File: src/rtl/memory_array.sv
// ---------------------------------------------------------------------------
// memory_array : single-port word memory behind an IDLE/ACCESS/DONE handshake,
//                with per-word written flags that gate reads.
// Revision     : 1.0
// ---------------------------------------------------------------------------
`default_nettype none

module memory_array #(
  parameter int WIDTH = 8,
  parameter int DEPTH = 16,
  localparam int AW = $clog2(DEPTH)
) (
  input  logic             clk,
  input  logic             rst,
  input  logic             sel,
  input  logic             rw,
  input  logic [AW-1:0]    addr,
  input  logic [WIDTH-1:0] data_in,
  output logic [WIDTH-1:0] data_out,
  output logic             busy,
  output logic             done,
  output logic             err
);

  typedef enum logic [1:0] {
    IDLE   = 2'd0,
    ACCESS = 2'd1,
    DONE   = 2'd2
  } state_t;

  localparam logic [AW:0] DEPTH_W = (AW + 1)'(DEPTH);

  state_t state;
  state_t next_state;

  logic             op_rw;
  logic [AW-1:0]    op_addr;
  logic [WIDTH-1:0] op_data;

  logic [WIDTH-1:0] mem [DEPTH];
  logic [DEPTH-1:0] written;
  logic             err_q;

  logic in_range;
  logic accept;
  logic wr_en;

  assign in_range = ({1'b0, op_addr} < DEPTH_W);
  assign accept   = (state == IDLE) && sel;
  assign wr_en    = (state == ACCESS) && op_rw && in_range;

  always_ff @(posedge clk or posedge rst) begin
    if (rst) begin
      state <= IDLE;
    end else begin
      state <= next_state;
    end
  end

  always_comb begin
    next_state = state;
    case (state)
      IDLE:    if (sel) next_state = ACCESS;
      ACCESS:  next_state = DONE;
      DONE:    next_state = IDLE;
      default: next_state = IDLE;
    endcase
  end

  // Request fields are captured only on acceptance, so bus activity while busy is ignored.
  always_ff @(posedge clk or posedge rst) begin
    if (rst) begin
      op_rw   <= 1'b0;
      op_addr <= '0;
      op_data <= '0;
    end else if (accept) begin
      op_rw   <= rw;
      op_addr <= addr;
      op_data <= data_in;
    end
  end

  // Storage itself is not reset; the written flags hide stale contents.
  always_ff @(posedge clk) begin
    if (wr_en && !rst) begin
      mem[op_addr] <= op_data;
    end
  end

  always_ff @(posedge clk or posedge rst) begin
    if (rst) begin
      written  <= '0;
      data_out <= '0;
      err_q    <= 1'b0;
    end else if (state == ACCESS) begin
      if (!in_range) begin
        err_q <= 1'b1;
      end else if (op_rw) begin
        written[op_addr] <= 1'b1;
        err_q            <= 1'b0;
      end else if (written[op_addr]) begin
        data_out <= mem[op_addr];
        err_q    <= 1'b0;
      end else begin
        data_out <= '0;
        err_q    <= 1'b1;
      end
    end else begin
      err_q <= 1'b0;
    end
  end

  assign busy = (state != IDLE);
  assign done = (state == DONE);
  assign err  = err_q && (state == DONE);

endmodule

`default_nettype wire

File: config.mk
export PLATFORM = sky130hd
export DESIGN_NAME = memory_array
export DESIGN_NICKNAME = d
export VERILOG_FILES = /design/src/rtl/memory_array.sv
export SDC_FILE = /design/constraint.sdc
export NUM_CORES = 1
export LEC_CHECK = 0
export CAP_MARGIN = 10
export CELL_PAD_IN_SITES_DETAIL_PLACEMENT = 1
export CELL_PAD_IN_SITES_GLOBAL_PLACEMENT = 1
export CORE_AREA = 2 2 116 118
export DETAILED_ROUTE_END_ITERATION = 10
export DIE_AREA = 0 0 118 120
export PLACE_DENSITY = 0.75
export SYNTH_ARGS = -nofsm -noshare
export SYNTH_HDL_FRONTEND = slang
export SYNTH_SLANG_ARGS = --single-unit
export TNS_END_PERCENT = 10
File: constraint.sdc
create_clock -name clk -period 2.55 [get_ports clk]
set_clock_uncertainty 0.2 [all_clocks]
set_input_delay 0.765 -clock clk [delete_from_list [all_inputs] [get_ports clk]]
set_output_delay 0.765 -clock clk [all_outputs]
set_load 0.05 [all_outputs]
==> out/qor.yml <==
floorplanning:
  core_area_mm2: 0.01298
  die_h_um: 120
  rows: 42
  floorplan.die.width_um: 118
  die_area_mm2: 0.01416
  pin_count: 27
  initial_core_util_pct: 50.35
hold_path:
  min-delay-path-class: "register to register"
pwr:
  power_per_cell_area_mw_per_mm2: 1026
  vdd_drop_max_mv: 1.018
  power_leakage_nw: 2.766
synth:
  postSynthRegisterBits: 168
  yosys-top-cells-count: "sky130_fd_sc_hd__edfxtp_1, sky130_fd_sc_hd__dfrtp_1, sky130_fd_sc_hd__mux4_2"
  synth_fp_nets: 353
  ys_async_sr_fraction_pct: 23.81
  post_synth_xor_area_fraction_pct: 0
  fraction_of_post_synthesis_cell_area_in_the_top_cell_type_by_area_pct: 58.82
  synthSimpleGateAreaFrac_pct: 4.327
  yosys_warnings: 0
  distinct_cell_type_count_after_synthesis: 27
  syn_area_mm2: 0.006535
  synth.most_common_cell: "sky130_fd_sc_hd__edfxtp_1"
  synth-edff-count: 128
  synth_compound_gate_area_share_pct: 5.169
  synth_area_leaders: "sky130_fd_sc_hd__edfxtp_1, sky130_fd_sc_hd__dfrtp_1, sky130_fd_sc_hd__mux4_2, sky130_fd_sc_hd__a22o_1, sky130_fd_sc_hd__mux2_2"
  syn-instance-count: 337
  synthAdderAreaFrac_pct: 0
  synth_top_family_by_area: "multiplexers"
  synth_sequential_area_ratio_pct: 74.13
  yosys_most_used_dff: "sky130_fd_sc_hd__edfxtp_1"
  post_synth.cell_area_avg_um2: 19.39
  synth_top_area_cell: "sky130_fd_sc_hd__edfxtp_1"
  muxShareOfSynthArea_pct: 14.65
clocking:
  numClockSinks: 168
  cts.path.max_buffers: 2
  path_clk_slew_ns: 0.06
  tritoncts: "yes"
  clock-root-buffer: "sky130_fd_sc_hd__clkbuf_16"
  hold_buf_count_cts: 0
  numCtsBuffers: 17
  clock_tree.htree_level_count: 4
  clk_latency_ns: 0.43
place:
  dp_hpwl_um: 9293
  dp_cells: 548
  io_buffer_count: 26
  final_weighted_congestion_in_routability_driven_placement: 0.8162
global_routing:
  grt_antenna_before_repair: 0
  gr-total-overflow: 0
  grt_first_pass_wirelength_um: 22790
  largest_net_degree_at_the_start_of_global_routing: 43
  grt_util_overall_pct: 22.86
  grt_pass1_vias: 3676
drt:
  highest-signal-layer: "met4"
  met3WireLength_um: 519
  drt_first_pass_iters: 4
  wl_um: 14590
  detail_route.wirelength.met1_um: 6211
  drcViolationCount: 0
  vias_per_cell: 5.667
  detail-route-antenna-nets: 0
  drt-wirelength-per-cell_um: 25.15
  dr_total_vias: 3287
  dr.first_iter.drc_count: 258
  met2WireLength_um: 7409
status:
  run_status: "complete, no violations"
setup_path:
  critical_path_class: "register to register"
  critPathMaxFanout: 10
  timing.critical_path.arrival_ns: 2.29
  start_kind: "register"
  timing.critical_path.required_ns: 2.48
  worstSetupEndpointType: "register"
finish:
  final_layout_size_suffix_gt1_share_pct: 28.47
  nets: 407
  antenna_cells_inserted: 0
  finish.cell_count_without_fillers: 580
  areaGrowthSynthToFinish_pct: 18.51
timing:
  final.min_clock_period_ns: 2.353
  relSlewSlack_pct: 39.71
  finalSetupTns_ns: 0
  max_slew_violation_count: 0
  report.final.hold_viol_count: 0
  layout_worst_path_cycle_share_pct: 92.28
  maxClockFrequency_mhz: 425.0
  setup_violations: 0
  slew_at_the_pin_closest_to_its_max_slew_limit_ns: 0.9025
  grt_setup_unrepaired: "no"
job:
  max_cap_viol_count: 0
[cell type report]
cell class	instances	area, um^2
clock inverter	11	146.4
sequential	168	4846
inverter	2	11.26
fill	1130	5235
timing repair buffer	53	483.0
clock buffer	21	460.4
tap	176	220.2
multi-input combinational	149	1578
[layer usage]
layer	vias up	GRT usage (%)
met5	-	0
met4	0	10.92
met3	27	5.038
met2	70	37.10
met1	1730	29.65
li1	1460	-
[stage by stage]
stage	power [mW]	worst slack (ns)	utilization [%]	instance area [um^2]	hold WS (ns)
4_1_cts	8.018	0.1849	59.67	7745	0.2623
3_5_place_dp	5.441	-0.0006086	55.07	7148	0.2487
6_report	7.945	0.1969	59.67	7745	0.2603
5_1_grt	8.261	0.05236	59.67	7745	0.2766
2_1_floorplan	4.812	-0.05645	-	6539	0.2232
3_3_place_gp	5.361	0.1147	55.07	7148	0.2377
[report_power, final]
group	switching, mW	total [mW]	internal [mW]
Clock	1.03	2.62	1.59
Combinational	0.919	1.63	0.709
Sequential	0.346	3.70	3.35
[critical path, stage by stage (launching register included)]
cell and delay, ns:
sky130_fd_sc_hd__dfrtp_2 0.52, sky130_fd_sc_hd__buf_4 0.26, sky130_fd_sc_hd__nand4_1 0.45, sky130_fd_sc_hd__nor3_1 0.38
sky130_fd_sc_hd__buf_4 0.25
[state kept, by name (all words and copies together), names as in the netlist]
| register | count |
|---|---|
| data_out | 8 |
| mem | 128 |
| written | 16 |
| op_addr | 4 |
| op_rw | 1 |
| state | 2 |
| op_data | 8 |
| err_q | 1 |
[what timing repair did]
| action | in CTS | in global routing |
|---|---|---|
| endpoints found under the setup margin | 8 | 0 |
| buffers inserted | 0 | 0 |
| gates resized for setup | 8 | 0 |
| hold endpoints to repair | 0 | 0 |
[path summary, 6_finish.rpt]
path,cells after the start,slack [ns],startpoint,endpoint
worst max-delay path,4,0.20,op_addr[0],mem[7][4]
worst min-delay path,1,0.26,written[5],written[5]
worst max register to register,4,0.20,op_addr[0],mem[7][4]
worst min register to register,1,0.26,written[5],written[5]
max in group asynchronous,3,0.97,rst,op_addr[0]
min in group asynchronous,3,0.79,rst,written[2]
[kinds of logic after synthesis]
kind of cell	Yosys count
AOI/OAI and AO/OA	42
buffers and inverters	20
muxes	49
and+or+nand+nor	58
DFF	168
[placed cells by master (no fill, tap or decap), types with 4 or more instances in the layout]
master / n
sky130_fd_sc_hd__edfxtp_1: 128
sky130_fd_sc_hd__dfrtp_1: 39
sky130_fd_sc_hd__mux4_2: 36
sky130_fd_sc_hd__buf_4: 27
sky130_fd_sc_hd__a22o_1: 18
sky130_fd_sc_hd__clkbuf_16: 17
sky130_fd_sc_hd__nor2_1: 16
sky130_fd_sc_hd__clkdlybuf4s50_1: 15
sky130_fd_sc_hd__nor3_1: 14
sky130_fd_sc_hd__mux2_2: 13
sky130_fd_sc_hd__nand2_1: 11
sky130_fd_sc_hd__o21bai_1: 8
sky130_fd_sc_hd__a21o_1: 8
sky130_fd_sc_hd__o31ai_1: 8
sky130_fd_sc_hd__dlygate4sd2_1: 8
sky130_fd_sc_hd__nor2b_1: 4
Note: power is estimated with default switching activity, not from simulation.
